[config.mk]
export PLATFORM = sky130hd
export DESIGN_NAME = music_sequencer_flat
export DESIGN_NICKNAME = d
export VERILOG_FILES = /design/src/rtl/music_pkg.sv /design/src/rtl/music_sequencer_if.sv /design/src/rtl/music_tick_cnt.sv /design/src/rtl/music_sequencer.sv /design/src/flat_wrapper.sv
export SDC_FILE = /design/constraint.sdc
export NUM_CORES = 1
export LEC_CHECK = 0
export CORE_ASPECT_RATIO = 1.5
export CORE_MARGIN = 4
export CORE_UTILIZATION = 40
export DETAILED_ROUTE_END_ITERATION = 10
export PLACE_DENSITY = 0.57
export RECOVER_POWER = 100
export SLEW_MARGIN = 20
export SYNTH_ARGS = -nofsm -noshare
export SYNTH_HDL_FRONTEND = slang
export SYNTH_HIERARCHICAL = 1
export SYNTH_SLANG_ARGS = --single-unit
[constraint.sdc]
create_clock -name clk -period 2.71 [get_ports clk]
set_input_delay 0.4065 -clock clk [delete_from_list [all_inputs] [get_ports clk]]
set_output_delay 0.4065 -clock clk [all_outputs]
set_load 0.1 [all_outputs]
[src/rtl/music_pkg.sv]
// Shared widths, song map and sequencer state encoding for the music player.
// The song boundaries must agree with the contents loaded into music_rom.
package music_pkg;

  localparam int ADDR_W = 8;
  localparam int NOTE_W = 5;

  localparam int S0_START = 0;
  localparam int S0_END   = 47;
  localparam int S1_START = 48;
  localparam int S1_END   = 83;

  typedef enum logic [1:0] {
    IDLE  = 2'd0,
    PLAY  = 2'd1,
    PAUSE = 2'd2
  } seq_state_e;

endpackage

[src/rtl/music_sequencer_if.sv]
// Control, ROM and note-output bundle between the player controller and the sequencer.
// The slave side is the sequencer; the master side is whoever drives play/stop and the ROM.
interface music_sequencer_if;
  import music_pkg::*;

  logic              play;
  logic              stop;
  logic              song_sel;
  logic [NOTE_W-1:0] rom_data;
  logic [ADDR_W-1:0] rom_addr;
  logic [NOTE_W-1:0] note;
  logic              playing;
  logic              song_done;

  modport master (
    output play, stop, song_sel, rom_data,
    input  rom_addr, note, playing, song_done
  );

  modport slave (
    input  play, stop, song_sel, rom_data,
    output rom_addr, note, playing, song_done
  );

endinterface

[src/rtl/music_tick_cnt.sv]
// Note-period tick counter with synchronous clear and hold, plus decoded
// load/mute/end markers for the sequencer FSM.
module music_tick_cnt #(
  parameter int NOTE_TICKS  = 120000,
  parameter int SOUND_TICKS = 96000,
  parameter int CNT_W       = 24
) (
  input  logic             clk,
  input  logic             rst_n,
  input  logic             en_i,
  input  logic             clr_i,
  output logic [CNT_W-1:0] cnt_o,
  output logic             at_load_o,
  output logic             at_mute_o,
  output logic             at_end_o
);

  logic [CNT_W-1:0] cnt_q, cnt_d;

  assign cnt_o     = cnt_q;
  assign at_load_o = (cnt_q == '0);
  assign at_mute_o = (cnt_q == CNT_W'(SOUND_TICKS));
  assign at_end_o  = (cnt_q == CNT_W'(NOTE_TICKS - 1));

  always_comb begin
    cnt_d = cnt_q;
    if (clr_i) begin
      cnt_d = '0;
    end else if (en_i) begin
      cnt_d = at_end_o ? '0 : cnt_q + CNT_W'(1);
    end
  end

  always_ff @(posedge clk or negedge rst_n) begin
    if (!rst_n) begin
      cnt_q <= '0;
    end else begin
      cnt_q <= cnt_d;
    end
  end

endmodule

[src/rtl/music_sequencer.sv]
// Note-timing sequencer: walks the music ROM one address per note period and
// emits the registered note code with a silent articulation gap per period.
module music_sequencer
  import music_pkg::*;
#(
  parameter int NOTE_TICKS  = 120000,
  parameter int SOUND_TICKS = 96000,
  parameter int CNT_W       = 24,
  parameter int S0_START    = music_pkg::S0_START,
  parameter int S0_END      = music_pkg::S0_END,
  parameter int S1_START    = music_pkg::S1_START,
  parameter int S1_END      = music_pkg::S1_END
) (
  input  logic             clk,
  input  logic             rst_n,
  music_sequencer_if.slave bus
);

  seq_state_e        state_q, state_d;
  logic [ADDR_W-1:0] addr_q, addr_d;
  logic [NOTE_W-1:0] note_q, note_d;
  logic              song_q, song_d;
  logic              playing_q;
  logic              done_q, done_d;

  logic              cnt_en, cnt_clr;
  logic [CNT_W-1:0]  cnt;
  logic              at_load, at_mute, at_end;

  function automatic logic [ADDR_W-1:0] song_start(input logic sel);
    return sel ? ADDR_W'(S1_START) : ADDR_W'(S0_START);
  endfunction

  function automatic logic [ADDR_W-1:0] song_end(input logic sel);
    return sel ? ADDR_W'(S1_END) : ADDR_W'(S0_END);
  endfunction

  music_tick_cnt #(
    .NOTE_TICKS (NOTE_TICKS),
    .SOUND_TICKS(SOUND_TICKS),
    .CNT_W      (CNT_W)
  ) u_tick_cnt (
    .clk      (clk),
    .rst_n    (rst_n),
    .en_i     (cnt_en),
    .clr_i    (cnt_clr),
    .cnt_o    (cnt),
    .at_load_o(at_load),
    .at_mute_o(at_mute),
    .at_end_o (at_end)
  );

  assign bus.rom_addr  = addr_q;
  assign bus.note      = note_q;
  assign bus.playing   = playing_q;
  assign bus.song_done = done_q;

  always_comb begin
    state_d = state_q;
    addr_d  = addr_q;
    note_d  = note_q;
    song_d  = song_q;
    done_d  = 1'b0;
    cnt_en  = 1'b0;
    cnt_clr = 1'b0;

    if (bus.stop) begin
      state_d = IDLE;
      note_d  = '0;
      cnt_clr = 1'b1;
      addr_d  = song_start(bus.song_sel);
      song_d  = bus.song_sel;
    end else begin
      case (state_q)
        IDLE: begin
          addr_d  = song_start(bus.song_sel);
          song_d  = bus.song_sel;
          note_d  = '0;
          cnt_clr = 1'b1;
          if (bus.play) begin
            state_d = PLAY;
          end
        end

        PLAY: begin
          cnt_en = 1'b1;
          if (at_load) begin
            note_d = bus.rom_data;
          end
          if (at_mute) begin
            note_d = '0;
          end
          // The boundary completes even on the edge where play falls.
          if (at_end) begin
            if (bus.song_sel != song_q) begin
              addr_d = song_start(bus.song_sel);
              song_d = bus.song_sel;
            end else if (addr_q == song_end(song_q)) begin
              addr_d = song_start(song_q);
              done_d = 1'b1;
            end else begin
              addr_d = addr_q + ADDR_W'(1);
            end
          end
          if (!bus.play) begin
            state_d = PAUSE;
            note_d  = '0;
          end
        end

        PAUSE: begin
          if (bus.play) begin
            state_d = PLAY;
            // Resuming inside the sounding window restores the note for its remainder.
            if ((cnt != '0) && (cnt <= CNT_W'(SOUND_TICKS))) begin
              note_d = bus.rom_data;
            end
          end
        end

        default: begin
          state_d = IDLE;
          note_d  = '0;
          cnt_clr = 1'b1;
        end
      endcase
    end
  end

  always_ff @(posedge clk or negedge rst_n) begin
    if (!rst_n) begin
      state_q   <= IDLE;
      addr_q    <= ADDR_W'(S0_START);
      note_q    <= '0;
      song_q    <= 1'b0;
      playing_q <= 1'b0;
      done_q    <= 1'b0;
    end else begin
      state_q   <= state_d;
      addr_q    <= addr_d;
      note_q    <= note_d;
      song_q    <= song_d;
      playing_q <= (state_d == PLAY);
      done_q    <= done_d;
    end
  end

endmodule

[src/flat_wrapper.sv]
// flat-port wrapper written by rule: the top's interface ports become plain ports
module music_sequencer_flat import music_pkg::*;
#(
  parameter int NOTE_TICKS  = 120000,
  parameter int SOUND_TICKS = 96000,
  parameter int CNT_W       = 24,
  parameter int S0_START    = music_pkg::S0_START,
  parameter int S0_END      = music_pkg::S0_END,
  parameter int S1_START    = music_pkg::S1_START,
  parameter int S1_END      = music_pkg::S1_END
)
  (clk, rst_n, bus_play, bus_stop, bus_song_sel, bus_rom_data, bus_rom_addr, bus_note, bus_playing, bus_song_done);
  music_sequencer_if bus_i ();
  input  logic clk;
  input  logic rst_n;
  input wire logic [$bits(bus_i.play)-1:0] bus_play;
  input wire logic [$bits(bus_i.stop)-1:0] bus_stop;
  input wire logic [$bits(bus_i.song_sel)-1:0] bus_song_sel;
  input wire logic [$bits(bus_i.rom_data)-1:0] bus_rom_data;
  output wire logic [$bits(bus_i.rom_addr)-1:0] bus_rom_addr;
  output wire logic [$bits(bus_i.note)-1:0] bus_note;
  output wire logic [$bits(bus_i.playing)-1:0] bus_playing;
  output wire logic [$bits(bus_i.song_done)-1:0] bus_song_done;
  assign bus_i.play = bus_play;
  assign bus_i.stop = bus_stop;
  assign bus_i.song_sel = bus_song_sel;
  assign bus_i.rom_data = bus_rom_data;
  assign bus_rom_addr = bus_i.rom_addr;
  assign bus_note = bus_i.note;
  assign bus_playing = bus_i.playing;
  assign bus_song_done = bus_i.song_done;
  music_sequencer #(.NOTE_TICKS(NOTE_TICKS), .SOUND_TICKS(SOUND_TICKS), .CNT_W(CNT_W), .S0_START(S0_START), .S0_END(S0_END), .S1_START(S1_START), .S1_END(S1_END)) u_core (.clk(clk), .rst_n(rst_n), .bus(bus_i));
endmodule
# Yosys cells after proc, flatten, opt, wreduce, memory -nomap -nowiden
# Index checks and enable logic that the tools add are counted.
[totals]
regBits = 42
out_inout_bits = 15
[classes]
n_eq_ne = 12
n_reduce_logical = 11
n_mux = 35
add_sub_neg = 2
n_lt_le_gt_ge = 1
[ops]
columns = ["op", "count"]
rows = [
  ["24-bit two-way mux", 3],
  ["24-bit by 17-bit == test with 1-bit output, second input constant", 2],
  ["8-bit two-way mux", 4],
  ["5-bit two-way mux", 6],
  ["24-bit by 1-bit adder with 24-bit output, second input constant", 1],
  ["24-bit by 17-bit less-or-equal comparator with 1-bit output, second input constant", 1],
  ["24-bit logical NOT", 1],
  ["24-bit nonzero test", 1],
  ["8-bit one-hot mux with 2 select lines", 1],
  ["1-bit two-way mux", 12],
  ["6-bit two-way mux", 2],
  ["5-bit one-hot mux with 2 select lines", 1],
  ["8-bit by 1-bit adder with 8-bit output, second input constant", 1],
  ["8-bit == test", 1],
  ["7-bit two-way mux", 1],
  ["2-bit two-way mux", 3],
  ["3-bit by 2-bit != test with 1-bit output, second input constant", 2],
  ["3-bit != test, second input constant", 2],
  ["3-bit AND reduction", 2],
  ["5-bit by 3-bit != test with 1-bit output, second input constant", 1],
  ["2-bit by 1-bit == test with 1-bit output, second input constant", 2],
  ["2-bit one-hot mux with 2 select lines", 1],
  ["2-bit OR reduction", 2],
  ["3-bit nonzero test", 1],
  ["other kinds (7)", 7],
]

# Logic depth before layout (Yosys ltp)
# Gate-level depths: netlist (run 1).
[depth]
depth_word = 7
ltp_mapped = 10
depth_no_buf = 10

# Modules after synthesis
# Netlist (run 1), hierarchy kept.
[modules_own_cells]
columns = ["module", "cells_each", "n_inst", "area_per_inst_um2", "seq_area_each_um2"]
rows = [
  ["music_tick_cnt", 188, 1, 1617.8, 600.6],
  ["music_sequencer", 119, 1, 1126.1, 450.4],
]

# Worst setup path after synthesis (run 1)
# OpenSTA, ideal clock, no wires.
[synth_timing]
path_kind = "register to register"
start = "register u_core.u_tick_cnt.cnt_q[11] (netlist: u_core/u_tick_cnt/cnt_o[11])"
end = "register u_core.note_q[0] (netlist: u_core/bus.note[0])"
path_stages_with_launch = 9
setup_time_ns = 0.123
slack_ns = 0.081
n_path_buf = 0
t_arrival_ns = 2.506
synth_period_minus_slack_ns = 2.629
path_cell_list = "dfrtp_1 > or4_4 > nor4_4 > and3_1 > and3_1 > and3b_1 > a21oi_1 > a211oi_4 > a22o_1"
[synth_via]
elab_chain_len = 5
[synth_lines]
columns = ["item", "line_no", "text"]
rows = [
  ["from (decl)", "music_tick_cnt.sv:18", "logic [CNT_W-1:0] cnt_q, cnt_d;"],
  ["from (signal assigned)", "music_tick_cnt.sv:38", "cnt_q <= cnt_d;"],
  ["24-bit by 17-bit == test with 1-bit output (*)", "music_tick_cnt.sv:22", "assign at_mute_o = (cnt_q == CNT_W'(SOUND_TICKS));"],
  ["named net u_core.at_mute", "music_sequencer.sv:28", "logic at_load, at_mute, at_end;"],
  ["5-bit two-way mux", "music_sequencer.sv:90", "if (at_mute) begin"],
  ["5-bit two-way mux", "music_sequencer.sv:105", "if (!bus.play) begin"],
  ["5-bit one-hot mux with 2 select lines", "music_sequencer.sv:74", "case (state_q)"],
  ["5-bit two-way mux", "music_sequencer.sv:67", "if (bus.stop) begin"],
  ["to (signal assigned)", "music_sequencer.sv:141", "note_q <= note_d;"],
  ["to (decl)", "music_sequencer.sv:21", "logic [NOTE_W-1:0] note_q, note_d;"],
]
# Mark *: on every way through the listed nets, which the timed path passes. The rest lies on a longest branch.
# A chain may end at the register's enable or synchronous reset.

# Final worst setup path (run 1)
[layout_timing]
start = "register u_core.u_tick_cnt.cnt_q[11] (netlist: u_core/u_tick_cnt/cnt_o[11])"
end = "register u_core.note_q[4] (netlist: u_core/bus.note[4])"
# Same word-level chain as after synthesis.

==> results list, run 1 <==
- The run finished, with violations left.
- Failing checks: capacitance limit, slew limit
- The largest individual stage delay along the critical path comes from the cell sky130_fd_sc_hd__or4_4.
* Fraction of layout cells with a size suffix above 1: 10.3%
- Std-Cell Rows: 36
- Sink count of the clock tree: 42
* End point of the worst hold path: u_core/bus.note[2]$_DFFE_PN0P_
* Cell types occupying the most area after synthesis: sky130_fd_sc_hd__dfrtp_1 (38%), sky130_fd_sc_hd__nand4_1 (3.6%), sky130_fd_sc_hd__nor2_1 (3.6%), sky130_fd_sc_hd__a21oi_1 (3.3%), sky130_fd_sc_hd__nand3_1 (3.3%)
* Total count of max-transition violations in the final report: 43
- For this block, the routed nets add up to 7.39 mm of wire.
- The path class of the tightest hold or removal check is reg -> reg.
* Unrepaired setup endpoints after global routing: false
* Startpoint of the worst hold path: u_core/bus.note[2]$_DFFE_PN0P_
- Synthesis instantiated 56 different standard cells from the library.
- By count the netlist is led by sky130_fd_sc_hd__dfrtp_1 (42), sky130_fd_sc_hd__nor2_1 (26), sky130_fd_sc_hd__nand2_1 (24).
- Average via count per standard cell: 6.04
- The critical path is of the reg -> reg type.
- The initial antenna violation count came to 0.
- Flip-flop and latch count after synthesis: 42
- Fraction of the yosys area taken by sequential cells: 38.3%
- In this design, the critical path's most frequently occurring cell is sky130_fd_sc_hd__and3_1.
- Die Footprint: 8280 sq um
- WP buf/inv: 0
- Top-area cell type share of the netlist area: 38.3%
* Maximum number of pins on one net before global-route repair: 43
- Clock-pin slew was measured on the worst setup and hold paths at 80 ps.
- Leakage Power: 1.21 nW
* Worst Path Max Fanout: 5
- Global-route wire length before repair: 12.5 mm
- The worst setup path is launched from a register.
* Number of instances in the synthesized netlist: 307
* Hold Path Stages: 1
- H-tree lvl count: 2
- The startpoint identified for the worst register-to-register timing path is u_core/u_tick_cnt/cnt_o[11]$_DFFE_PN0P_.
- Final Hold Violating Endpoints: 0
- Setup violations remaining at the end of the flow were counted as 0.
- The wire-length estimate of the detail-placed layout is 5.49 mm.
- For the pin with the worst max-slew slack, the measured transition is 2290 ps.
- Worst Reg2Reg Path Length in Cells: 9
- Cell type with the largest total area after synthesis: sky130_fd_sc_hd__dfrtp_1
- Max frequency: 0.403 GHz
- Family with the most delay on the worst path: simple AND/OR/NAND/NOR gates
- Total Power Consumption: 1.35 mW
- # IOs: 25
- The congestion estimate from routability-driven global placement came to 0.834.
- Clk_skew: 7.56 ps
* Remaining design rule violation count: 0
- Averaged over all synthesized cells, the footprint is 8.94 sq um.
- STA puts the critical path data required time at 2950 ps.
* Total power divided by cell area: 435 nW/um^2
- Total Nets Final: 357
* DR iter-0 viols: 122
- Die width: 75.6 um
* Post-layout minimum cycle time: 2480 ps
- VDD sags by at most 211 uV.
* Number of antenna-violating nets in the routed design: 0
- Max incr delay on CP: 540 ps
* Summed negative setup slack over all endpoints: 0 ps
* Layout-stage area growth over the synthesis result: 13.0%
* Clock buffers created by TritonCTS: 5
- Post-synthesis net count: 324
* Kind of end point of the critical path: register
* Worst-skew pair later-pin latency: 300 ps
- Arrival time reported for the critical path endpoint: 2720 ps
- Routed len/inst: 17.7 um
- Tcrit/Tclk final: 91.5%
- Core ar.: 6580 sq um
- The endpoint identified for the worst register-to-register timing path is u_core/bus.note[4]$_DFFE_PN0P_.
- Async set or reset register ratio after synthesis: 100%
- Count of inserted antenna diode cells: 0
- In this run the post-CTS setup repair buffer count came out at 0.
- The count of buffers added on input and output ports is 24.
* Clock tree from TritonCTS: built
* Maximum capacitance violations: 1
* Starting utilization of the core area: 41.7%
- Summing every instance area after synthesis gives 2740 sq um.
- The detailed router placed 2517 vias in this run.
- Cts repair resizes: 0
- In this run, synthesis inferred 0 flip-flops with an integrated enable.
- Flop-to-flop setup slack: 230 ps
- By instance count, the leading cell after synthesis is sky130_fd_sc_hd__dfrtp_1.
* Clock buffer depth: 2
- The worst pin sits at a relative slew slack of -52.4%.
* Total iterations of the first detailed-routing run: 5
- The Yosys step of the flow raised 6 warnings.
* Flip-flop cell with the highest count after synthesis: sky130_fd_sc_hd__dfrtp_1
* Number of global-route vias before repair: 2501
* Clock root cell: sky130_fd_sc_hd__clkbuf_8
* DIE HEIGHT: 109 um
- In the global route stage, overall resource usage came out at 19.6%.
- The number of hold buffers added after CTS was 0.
* Remaining global-route overflow: 0
- Ordered cell list for the critical path: or4_4, nor4_4, and3_1, and3_1, and3b_1, nor2_1, a21oi_1, a211oi_4, a22o_1
## worst max-delay path by stage
stage | endpoint | slack (ps) | depth (start not counted) | from
2_1_floorplan | u_core/bus.note[0]$_DFFE_PN0P_ | 80 | 8 | u_core/u_tick_cnt/cnt_o[11]$_DFFE_PN0P_
3_3_place_gp | u_core/bus.note[3]$_DFFE_PN0P_ | 300 | 9 | u_core/u_tick_cnt/cnt_o[11]$_DFFE_PN0P_
3_5_place_dp | u_core/bus.note[4]$_DFFE_PN0P_ | 250 | 9 | u_core/u_tick_cnt/cnt_o[11]$_DFFE_PN0P_
4_1_cts | u_core/bus.note[4]$_DFFE_PN0P_ | 230 | 9 | u_core/u_tick_cnt/cnt_o[11]$_DFFE_PN0P_
5_1_grt | u_core/bus.note[4]$_DFFE_PN0P_ | 20 | 9 | u_core/u_tick_cnt/cnt_o[22]$_DFFE_PN0P_
6_report | u_core/bus.note[4]$_DFFE_PN0P_ | 230 | 9 | u_core/u_tick_cnt/cnt_o[11]$_DFFE_PN0P_
## logic make-up after synthesis
logic type | after synthesis | synth area share [%]
and+or+nand+nor | 153 | 33.9
muxes | 1 | 0.410
buffers and inverters | 27 | 3.78
adders and majority gates | 7 | 3.19
xor gates and xnor gates | 6 | 1.92
DFF | 42 | 38.3
AOI/OAI and AO/OA | 71 | 18.5
## layout make-up
class / count / area [sq um]
fill: 687 / 3480
tap: 76 / 95.1
inverter: 16 / 60.1
multi-input combinational: 238 / 1570
clock inverter: 2 / 12.5
timing repair buffer: 37 / 234
clock buffer: 6 / 82.6
sequential: 42 / 1050
## worst register-to-register path: stages, from the launching register on
cell and delay (ps):
sky130_fd_sc_hd__dfrtp_1 380, sky130_fd_sc_hd__or4_4 540, sky130_fd_sc_hd__nor4_4 240, sky130_fd_sc_hd__and3_1 220, sky130_fd_sc_hd__and3_1 170, sky130_fd_sc_hd__and3b_1 190
sky130_fd_sc_hd__nor2_1 80, sky130_fd_sc_hd__a21oi_1 70, sky130_fd_sc_hd__a211oi_4 330, sky130_fd_sc_hd__a22o_1 200
## layer usage
metal	up-vias	part of all wire, %	global-route usage, %
met2	44	57	36.2
met3	10	3.0	2.56
met5	-	0	0
met1	1240	38	22.0
li1	1223	-	-
met4	0	1.9	7.38
## power by group
group | switching, mW | leakage, nW | internal, mW
clock | 0.228 | 0.0472 | 0.205
sequential | 0.0245 | 0.579 | 0.641
combinational | 0.184 | 0.583 | 0.0655
total | 0.436 | 1.21 | 0.912
## registers in the layout, summed over array words and instances (netlist names)
register	flops
u_core/bus.note	5
u_core/bus.rom_addr	8
u_core/u_tick_cnt/cnt_o	24
u_core/bus.playing	1
u_core/song_q	1
u_core/bus.song_done	1
u_core/state_q	2
## cell usage in the layout, fill, tap and decap left out, drive strengths merged, types with 2 or more instances in the layout
cell            n
dfrtp          42
nor2           26
nand2          25
clkbuf         23
nand3          18
a21oi          18
nand4          17
inv            15
nor4           15
o21ai          13
buf            12
nor3           11
and3            9
clkdlybuf4s50   8
a22o            8
ha              7
a211oi          6
and2            6
xor2            5
or3             4
nor4b           4
or4             4
o22ai           3
nor3b           3
nand2b          3
nor2b           3
a31oi           3
a22oi           3
a311oi          2
a211o           2
a21boi          2
a311o           2
a32oi           2
clkinv          2
## metrics by stage
| stage | hold slack [ps] | instances | worst slack, ps | instance area (sq um) | util (%) |
|---|---|---|---|---|---|
| finish | 511 | 417 | 232 | 3100 | 47.1 |
| global route | 526 | 417 | 15.1 | 3100 | 47.1 |
| CTS | 285 | 417 | 229 | 3190 | 48.5 |
| detailed placement | 496 | 409 | 250 | 3090 | 47.0 |
| global placement | 503 | 409 | 300 | 3090 | 47.0 |
| floorplan | 111 | 307 | 80.8 | 2740 | - |
Note: power is estimated with default switching activity, not from simulation.
==> inputs of run 2 (changes only) <==
Settings changed: PLACE_DENSITY 0.57 to 0.55.
Clock period 2.71 ns to 3.2 ns, I/O delays scaled along.
==> run 2 against run 1 <==
  * The flow still finishes with violations (capacitance limit, slew limit)
  * Non-clock buffer count is 8 lower
  * Fmax is 9.3% lower
  * Highest routed layer unchanged
  * Critical path type unchanged
  * Clock skew is 1.0 ps higher
  * Largest cell class unchanged
  * Register-to-register slack better by 240 ps
  * Wire length is 1.3% higher
  * Worst hold slack better by 2.4 ps
  * Critical path depth is 2 lower
==> results list, run 2 (synthesis gave the netlist of run 1 again) <==
- The post-detailed-route wirelength per cell is 18.3 um (was 17.7 um).
* Unrepaired setup endpoints after global routing: false (unchanged)
* Summed negative setup slack over all endpoints: 0 ps (unchanged)
* Number of buffers inserted for hold repair after clock tree synthesis: 0 (unchanged)
- The count of buffers inserted at the top-level ports was 24 (unchanged).
- Antenna violations before repair: 0 (unchanged)
* Number of instances in the placed design: 401 (was 409)
- Required time of the critical path: 3390 ps (was 2950 ps)
* CTS clk-pin slew, worst paths: 80 ps (about the same)
- Via count of the routed design: 2506 (was 2517)
* WP buf/inv: 1 (was 0)
* Classification of the worst setup path: reg -> reg (unchanged)
- The area added between synthesis and finish came to 9.71% (was 13.0%).
- Maximum vdd drop: 161 uV (was 211 uV)
- Total Power Consumption: 1.14 mW (was 1.35 mW)
* Leakage Power: 1.15 nW (was 1.21 nW)
* Clk_skew: 8.55 ps (was 7.56 ps)
- Ordered cell list for the critical path: or4_1, nor4_1, clkbuf_1, and2_1, a211o_1, o21ai_0, a22o_1 (was or4_4, nor4_4, and3_1, and3_1, and3b_1, nor2_1, a21oi_1, a211oi_4, a22o_1).
* Leading cell types in the layout, fill and taps excluded: sky130_fd_sc_hd__dfrtp_1 (42), sky130_fd_sc_hd__nor2_1 (26), sky130_fd_sc_hd__nand2_1 (25), sky130_fd_sc_hd__nand3_1 (18), sky130_fd_sc_hd__a21oi_1 (18) (was sky130_fd_sc_hd__dfrtp_1 (42), sky130_fd_sc_hd__nor2_1 (26), sky130_fd_sc_hd__nand2_1 (24), sky130_fd_sc_hd__nand3_1 (18), sky130_fd_sc_hd__a21oi_1 (18))
- DR iter-0 viols: 140 (was 122)
- Status: finished with violations (unchanged).
- Uppermost routed layer: met4 (unchanged)
- Path type of the worst min-delay path: reg -> reg (unchanged)
* Core Util, Final: 45.8% (was 47.1%)
- Final cell count without fillers: 409 (was 417)
- Maximum number of pins on one net before global-route repair: 43 (unchanged)
* Clock tree from TritonCTS: built (unchanged)
- Total count of max-transition violations in the final report: 43 (unchanged)
- Clock root cell: sky130_fd_sc_hd__clkbuf_8 (unchanged)
- Sum of routed wire length over all layers: 7.49 mm (was 7.39 mm)
- The standard cell core area is 6580 sq um (unchanged).
* Die width: 75.6 um (unchanged)
- The number of clock buffers inserted by TritonCTS is 5 (unchanged).
- Routed wl met3: 207 um (was 225 um)
- Tcrit/Tclk final: 85.4% (was 91.5%)
* Starting utilization of the core area: 41.7% (unchanged)
- The worst-path cell with the longest stage delay is sky130_fd_sc_hd__or4_1 (was sky130_fd_sc_hd__or4_4).
* DIE HEIGHT: 109 um (unchanged)
- Headroom to the max-slew limit: -57.8% (was -52.4%)
* Flip-flop count of the largest register after layout: 24 (unchanged)
- H-tree lvl count: 2 (unchanged)
- The detailed-routing iteration count for the pre-antenna-repair pass came to 4 (was 5).
- The final estimated routing congestion in global placement came to 0.904 (was 0.834).
- Post-layout minimum cycle time: 2730 ps (was 2480 ps)
- Sink count of the clock tree: 42 (unchanged)
* Final Hold Violating Endpoints: 0 (unchanged)
* Worst-skew pair later-pin latency: 300 ps (about the same)
- DPL Wire Length: 5.49 mm (about the same)
- Max frequency: 0.366 GHz (was 0.403 GHz)
- Placed cell areas: 3040 sq um (was 3090 sq um)
- CP startpoint kind: register (unchanged)
- The final antenna-violating net count was 0 (unchanged).
- The total global routing overflow came to 0 (unchanged).
- Final instance area: 3010 sq um (was 3100 sq um)
* # IOs: 25 (unchanged)
- Failing checks: capacitance limit, slew limit (unchanged)
* Std-Cell Rows: 36 (unchanged)
* Wire length on met2: 4.19 mm (was 4.18 mm)
- The number of failing setup endpoints in the final timing report is 0 (unchanged).
- The data arrival time of the worst path is 2920 ps (was 2720 ps).
* Worst Path Max Fanout: 9 (was 5)
* Fraction of layout cells with a size suffix above 1: 6.31% (was 10.3%)
- Clock buffer depth: 2 (unchanged)
- Global-route wire length before repair: 12.4 mm (was 12.5 mm)
* Maximum capacitance violations: 1 (unchanged)
- Count of inserted antenna diode cells: 0 (unchanged)
- Transition time of the tightest slew-check pin: 2370 ps (was 2290 ps)
- Max incr delay on CP: 550 ps (was 540 ps)
* Remaining design rule violation count: 0 (unchanged)
* Fill cell total of the finished layout: 693 (was 687)
- Overall fraction of global-route tracks in use: 19.5% (was 19.6%)
- The kind of end point of the critical path was a register (unchanged).
- Die Footprint: 8280 sq um (unchanged)
* Number of global-route vias before repair: 2467 (was 2501)
* Cts repair resizes: 0 (unchanged)
- Total power divided by cell area: 378 nW/um^2 (was 435 nW/um^2)
- The number of setup buffers added after CTS is 0 (unchanged).
* Family with the most delay on the worst path: simple AND/OR/NAND/NOR gates (unchanged)
* Total Nets Final: 349 (was 357)
- Average via count per standard cell: 6.13 (was 6.04)
- The most common cell after layout, fill and taps aside is sky130_fd_sc_hd__dfrtp_1 (unchanged).
- Routed length on met1: 2.92 mm (was 2.84 mm)
==> run 2: path summary, 6_finish.rpt <==
path	end	cells after the start	start	slack (ps)
worst max-delay path	u_core/bus.rom_addr[2]$_DFFE_PN0P_	7	u_core/u_tick_cnt/cnt_o[11]$_DFFE_PN0P_	470
worst min-delay path	u_core/bus.note[1]$_DFFE_PN0P_	1	u_core/bus.note[1]$_DFFE_PN0P_	510
worst max register to register	u_core/bus.rom_addr[2]$_DFFE_PN0P_	7	u_core/u_tick_cnt/cnt_o[11]$_DFFE_PN0P_	470
worst min register to register	u_core/bus.note[1]$_DFFE_PN0P_	1	u_core/bus.note[1]$_DFFE_PN0P_	510
max in group asynchronous	u_core/u_tick_cnt/cnt_o[12]$_DFFE_PN0P_	1	rst_n	960
min in group asynchronous	u_core/bus.song_done$_DFF_PN0_	1	rst_n	890
==> run 2: metrics by stage <==
stage	hold WS (ps)	setup WS (ps)
finish	514	468
global route	521	292
detailed placement	497	660
floorplan	184	571
CTS	364	644
global placement	493	736
==> run 2: power breakdown <==
| part | total, mW | switching, mW | leakage [nW] | internal [mW] |
|---|---|---|---|---|
| Combinational | 0.204 | 0.153 | 0.527 | 0.0509 |
| Sequential | 0.563 | 0.0200 | 0.579 | 0.543 |
| Clock | 0.369 | 0.196 | 0.0472 | 0.174 |
==> run 2: per-layer routing <==
metal  vias to the layer above  GRT usage [%]
li1                       1210              -
met1                      1233           21.5
met2                        52           37.0
met3                        11           2.47
met4                         0           6.38
met5                         -              0
==> run 2: area by class of cell <==
class	count	area (sq um)	share of cell area, %
Timing Repair Buffer	29	183	6.07
Clock inverter	2	12.5	0.416
Clock buffer	6	82.6	2.74
Multi-Input combinational cell	238	1530	50.7
Sequential cell	42	1050	34.9
Tap cell	76	95.1	3.16
Inverter	16	60.1	2.00
==> inputs of run 3 (changes only) <==
--- a/config.mk
+++ b/config.mk
@@ -13,2 +13,3 @@
 export RECOVER_POWER = 100
+export SETUP_SLACK_MARGIN = 0.15
 export SLEW_MARGIN = 20
@@ -18 +19,2 @@
 export SYNTH_SLANG_ARGS = --single-unit
+export TNS_END_PERCENT = 5
==> constraint.sdc (replaced) <==
create_clock -name clk -period 3.2 [get_ports clk]
set_input_delay 0.64 -clock clk [delete_from_list [all_inputs] [get_ports clk]]
set_output_delay 0.64 -clock clk [all_outputs]
set_load 0.1 [all_outputs]
==> run 3 against run 2 <==
  * The run still ends with capacitance limit, slew limit left
  * Flip-flop and latch count stayed put
  * First-iteration DRC count rose by 13%
  * Fmax fell by 2.9%
  * Global-route usage barely moved
  * Combinational power hardly changed
  * Register-to-register slack worse by 80 ps
  * Total power grew 0.81%
  * Critical endpoint unchanged
==> results list, run 3 (synthesis gave the netlist of run 1 again) <==
- Status: finished with violations (unchanged).
* Failing checks: capacitance limit, slew limit (unchanged)
* Leakage Power: 1.17 nW (was 1.15 nW)
* Leading cell types in the layout, fill and taps excluded: sky130_fd_sc_hd__dfrtp_1 (42), sky130_fd_sc_hd__nor2_1 (26), sky130_fd_sc_hd__nand2_1 (25) (was sky130_fd_sc_hd__dfrtp_1 (42), sky130_fd_sc_hd__nor2_1 (26), sky130_fd_sc_hd__nand2_1 (25), sky130_fd_sc_hd__nand3_1 (18), sky130_fd_sc_hd__a21oi_1 (18))
- Die Footprint: 8280 sq um (unchanged)
- H-tree lvl count: 2 (unchanged)
- Cts repair resizes: 0 (unchanged)
* Worst-skew pair later-pin latency: 320 ps (was 300 ps)
* Kind of end point of the critical path: register (unchanged)
- The number of hold violations in the final report is 0 (unchanged).
- Clock buffers created by TritonCTS: 5 (unchanged)
* Tcrit/Tclk final: 87.9% (was 85.4%)
- The count of buffers inserted at the top-level ports came to 24 (unchanged).
* Number of global-route vias before repair: 2446 (was 2467)
- The total wirelength of the detailed-routed design was 7.39 mm (was 7.49 mm).
- Core ar.: 6580 sq um (unchanged)
- Remaining design rule violation count: 0 (unchanged)
- The area added between synthesis and finish came to 10.6% (was 9.71%).
- The violation count after the first detailed-route iteration came to 158 (was 140).
* Worst Path Max Fanout: 9 (unchanged)
* Clock tree from TritonCTS: built (unchanged)
* Hold Path Stages: 1 (unchanged)
- The overall fraction of global-route tracks in use was 19.5% (about the same).
- Startpoint of the most critical register-to-register path: u_core/u_tick_cnt/cnt_o[11]$_DFFE_PN0P_ (unchanged)
- The power spent charging and discharging nets came to 0.379 mW (was 0.369 mW).
- # IOs: 25 (unchanged)
- The total power draw came to 1.15 mW (was 1.14 mW).
- Internal Dissipation: 0.767 mW (was 0.768 mW)
- The shortest period the worst path allows is 2810 ps (was 2730 ps).
- Switching Share: 33.1% (was 32.5%)
* Global-route wire length before repair: 12.3 mm (was 12.4 mm)
* Number of buffers added for setup after CTS: 0 (unchanged)
- The ratio of cells with drive above 1 in the final layout is 7.19% (was 6.31%).
* Transition time of the tightest slew-check pin: 2340 ps (was 2370 ps)
* Slack of the critical path: 387 ps (was 468 ps)
- The total number of vias is 2495 (was 2506).
- Total power divided by cell area: 378 nW/um^2 (about the same)
* Setup Viol. Count Final: 0 (unchanged)
- The number of rows created at floorplan is 36 (unchanged).
- Total Nets Final: 350 (was 349)
- The class of the most critical setup path was reg -> reg (unchanged).
- The via count normalized by instance count came to 6.09 (was 6.13).
- The initial antenna violation count was 0 (unchanged).
* DPL Wire Length: 5.37 mm (was 5.49 mm)
- Total count of max-transition violations in the final report: 43 (unchanged)
* Reg2reg end: u_core/bus.rom_addr[2]$_DFFE_PN0P_ (unchanged)
* DIE HEIGHT: 109 um (unchanged)
* CP startpoint kind: register (unchanged)
* Sequential group share of total power: 49.2% (was 49.5%)
- The initial cell density of the core came to 41.7% (unchanged).
- The count of antenna diodes in the layout came to 0 (unchanged).
- End point of the worst hold path: u_core/bus.note[3]$_DFFE_PN0P_ (was u_core/bus.note[1]$_DFFE_PN0P_)
- Max frequency: 0.356 GHz (was 0.366 GHz)
* Arrival time reported for the critical path endpoint: 3020 ps (was 2920 ps)
* Number of instances in the placed design: 402 (was 401)
* Clock root cell: sky130_fd_sc_hd__clkbuf_8 (unchanged)
- The portion of total power attributed to combinational logic came to 17.7% (was 18.0%).
- Total iterations of the first detailed-routing run: 5 (was 4)
- The number of sinks on the clock net was 42 (unchanged).
* CTS clk-pin slew, worst paths: 90 ps (was 80 ps)
- Commonest non-fill, non-tap cell in the layout: sky130_fd_sc_hd__dfrtp_1 (unchanged)
- Global placement routability congestion: 0.932 (was 0.904)
- Startpoint of the worst hold path: u_core/bus.note[3]$_DFFE_PN0P_ (was u_core/bus.note[1]$_DFFE_PN0P_)
- Unrepaired setup endpoints after global routing: false (unchanged).
- The relative slew slack was -55.7% (was -57.8%).
- The number of buffers inserted for hold repair after clock tree synthesis came to 0 (unchanged).
* Flip-flop count of the largest register after layout: 24 (unchanged)
- The count of placed standard cells in the final layout, fillers left out was 410 (was 409).
- The post-placement worst setup slack came to 574 ps (was 660 ps).
* Remaining global-route overflow: 0 (unchanged)
- The width of the die was 75.6 um (unchanged).
- Path type of the worst min-delay path: reg -> reg (unchanged)
- The maximum number of pins on one net before global-route repair came to 43 (unchanged).
- The worst path required time is 3410 ps (was 3390 ps).
- The worst-case reg-to-reg path depth came to 7 (unchanged).
- The clock share of power was 33.1% (was 32.5%).
* Number of antenna-violating nets in the routed design: 0 (unchanged)
- Clk_skew: 10.2 ps (was 8.55 ps)
- Maximum capacitance violations: 1 (unchanged)
- Summed negative setup slack over all endpoints: 0 ps (unchanged)
* Maximum vdd drop: 181 uV (was 161 uV)
- The maximum clock insertion buffer count was 2 (unchanged).
- The setup slack of the worst register-to-register path came to 390 ps (was 470 ps).
- The post-detailed-route wirelength per cell was 18.0 um (was 18.3 um).
run 3: cell type report:
| class | count | area, sq um |
|---|---|---|
| flip-flops and latches | 42 | 1050 |
| repair buffers | 30 | 178 |
| well taps | 76 | 95.1 |
| clock buffers | 6 | 82.6 |
| fillers | 676 | 3540 |
| clock inverters | 2 | 12.5 |
| inverters | 16 | 60.1 |
| multi-input cells | 238 | 1560 |
run 3: how the worst max path moves through the flow:
stage	start	slack [ps]	end	depth (start not counted)
2_1_floorplan	u_core/u_tick_cnt/cnt_o[11]$_DFFE_PN0P_	570	u_core/bus.note[0]$_DFFE_PN0P_	8
3_3_place_gp	u_core/u_tick_cnt/cnt_o[11]$_DFFE_PN0P_	580	u_core/bus.note[3]$_DFFE_PN0P_	8
3_5_place_dp	u_core/u_tick_cnt/cnt_o[11]$_DFFE_PN0P_	570	u_core/bus.rom_addr[2]$_DFFE_PN0P_	7
4_1_cts	u_core/u_tick_cnt/cnt_o[11]$_DFFE_PN0P_	570	u_core/bus.rom_addr[2]$_DFFE_PN0P_	7
5_1_grt	u_core/u_tick_cnt/cnt_o[11]$_DFFE_PN0P_	240	u_core/bus.rom_addr[2]$_DFFE_PN0P_	7
6_report	u_core/u_tick_cnt/cnt_o[11]$_DFFE_PN0P_	390	u_core/bus.rom_addr[2]$_DFFE_PN0P_	7
run 3: through the flow:
step	util, %	cell area [sq um]	hold WS (ps)
final	46.1	3030	512
after global routing	46.1	3030	532
after CTS	47.7	3140	508
after detailed placement	46.2	3040	489
after global placement	46.2	3040	488
after floorplan	-	2740	344
run 3: worst max-delay path, stage by stage, from the launching register on:
cell                       delay [ps]
sky130_fd_sc_hd__dfrtp_1          470
sky130_fd_sc_hd__or4_4            570
sky130_fd_sc_hd__nor4_4           250
sky130_fd_sc_hd__clkbuf_1         380
sky130_fd_sc_hd__and2_1           240
sky130_fd_sc_hd__a211o_1          330
sky130_fd_sc_hd__o21ai_0          190
sky130_fd_sc_hd__a22o_1           280
run 3: power groups by stage:
stage,Sequential [mW],Clock [mW],Combinational [mW]
6_report,0.564,0.380,0.203
2_1_floorplan,0.630,0,0.0878
3_3_place_gp,0.574,0,0.214
4_1_cts,0.564,0.389,0.216
3_5_place_dp,0.575,0,0.216
5_1_grt,0.567,0.415,0.220
run 3: per-layer routing:
| layer | share of wire, % | up-vias | track usage, % |
|---|---|---|---|
| met5 | 0 | - | 0 |
| met1 | 40 | 1213 | 22.5 |
| met3 | 3.2 | 14 | 3.02 |
| met4 | 2.3 | 0 | 8.88 |
| met2 | 54 | 55 | 34.2 |
| li1 | - | 1213 | - |
==> edit: new RTL, flow settings as in run 1 <==
The package constant `ADDR_W` goes from 8 to 9.
--- a/src/rtl/music_pkg.sv
+++ b/src/rtl/music_pkg.sv
@@ -2,7 +2,7 @@
 // The song boundaries must agree with the contents loaded into music_rom.
 package music_pkg;
 
-  localparam int ADDR_W = 8;
+  localparam int ADDR_W = 9;
   localparam int NOTE_W = 5;
 
   localparam int S0_START = 0;
Ports: changed (resized bus_rom_addr); port bits go from 25 to 26. The function was not compared with the original's and may differ.
==> edit against run 1 <==
  * Worst setup slack worse by 0.049 ns
  * First-iteration DRC count shrank 40%
  * Sequential cell count increased by 1
  * Wire length up 6.9%
  * Synthesized cell count is 0.98% higher
  * Global-route usage decreased by 0.19 points
  * Sequential share of layout area down 0.77 points
  * Highest routed layer unchanged
  * Fmax decreased by 1.9%
  * Sequential power increased by 2%
  * Total power up 13%
  * Synthesized area rose by 2.9%
  * Design area is 4.8% higher
  * Final cell count up 2.2%
==> edit: results (changes against run 1) <==
Hold WC Path Type in -> async; relative slew slack 18.2% (+71 points); CP Capture Point u_core/bus.note[3]$_DFFE_PN0P_; Routed WL 7.89 mm (+6.9%); met1 WL 3.14 mm (+10%); Compound-Gate Fraction of Synth Area 19.1% (+0.58 points); Layout Skew 0.0105 ns (+0.00291 ns); DRT Pass-1 Iters 4 (-1); syn_nets 327 (+0.93%); largest net degree at the start of global routing 25 (-42%); crit path launch u_core/u_tick_cnt/cnt_o[22]$_DFFE_PN0P_; internal reg-to-reg setup slack 0.18 ns (-0.05 ns); list of most frequent post-synthesis cells dfrtp_1 (43), nand2_1 (25), nor2_1 (23), a21oi_1 (16), nand4_1 (15); Initial DRC Count 73 (-40%); cell count after placement 418 (+2.2%); layout cells sized above 1 9.48% (-0.78 points); Met3 Wirelength 244 um (+8.4%); post-synth cell types 59 (+5.4%); vias in the first global route 2,694 (+7.7%); Hold WS 0.316 ns (-0.195 ns); Global Route Usage Sum 19.4% (-0.19 points); Worst EP arrival 2.77 ns (+0.05 ns); final net count 364 (+2.0%); GP Congestion 0.906 (+8.6%); met3 usage 2.76% (+0.20 points); R2R depth 8 (-1); Vias/cell 6.16 (+2.0%); leak pwr 1.34 nW (+11%); sequential area share after synthesis 38.1% (-0.20 points); Final Cycle Share 93.3% (+1.8 points); status finished clean; first-pass GRT wire length 13.4 mm (+7.3%); DP HPWL 6.02 mm (+9.5%); M2 GR Usage 36.6% (+0.49 points); routed length per instance 18.5 um (+4.6%); DP Area 0.00320 mm^2 (+3.5%); met1 Track Usage GR 21.3% (-0.78 points)
edit: changes by cell type after synthesis, moves of 3 or more:
cell	delta
nand3_1	-5
inv_1	-3
mux2i_1	+3
nor2_1	-3
nor4_1	-3
or3_1	+3
edit: cell type report:
type	instances	area, um^2
well taps	78	97.6
flip-flops and latches	43	1080
repair buffers	40	246
clock buffers	6	72.6
fillers	715	3600
inverters	13	48.8
clock inverters	2	60.1
multi-input cells	244	1650
edit: critical path, cell delays in order, from the launching register on:
cell and delay, ns:
dfrtp_1 0.43, or4_4 0.51, nor4_4 0.31, and3_1 0.24, and3_1 0.18, or3_1 0.12
mux2i_1 0.10, a311oi_4 0.38, a22o_1 0.20
edit: power by group:
part	switching, mW	internal (mW)	leakage (nW)
registers	0.0208	0.655	0.590
logic	0.177	0.0661	0.686
clock network	0.235	0.369	0.0654
total	0.433	1.09	1.34
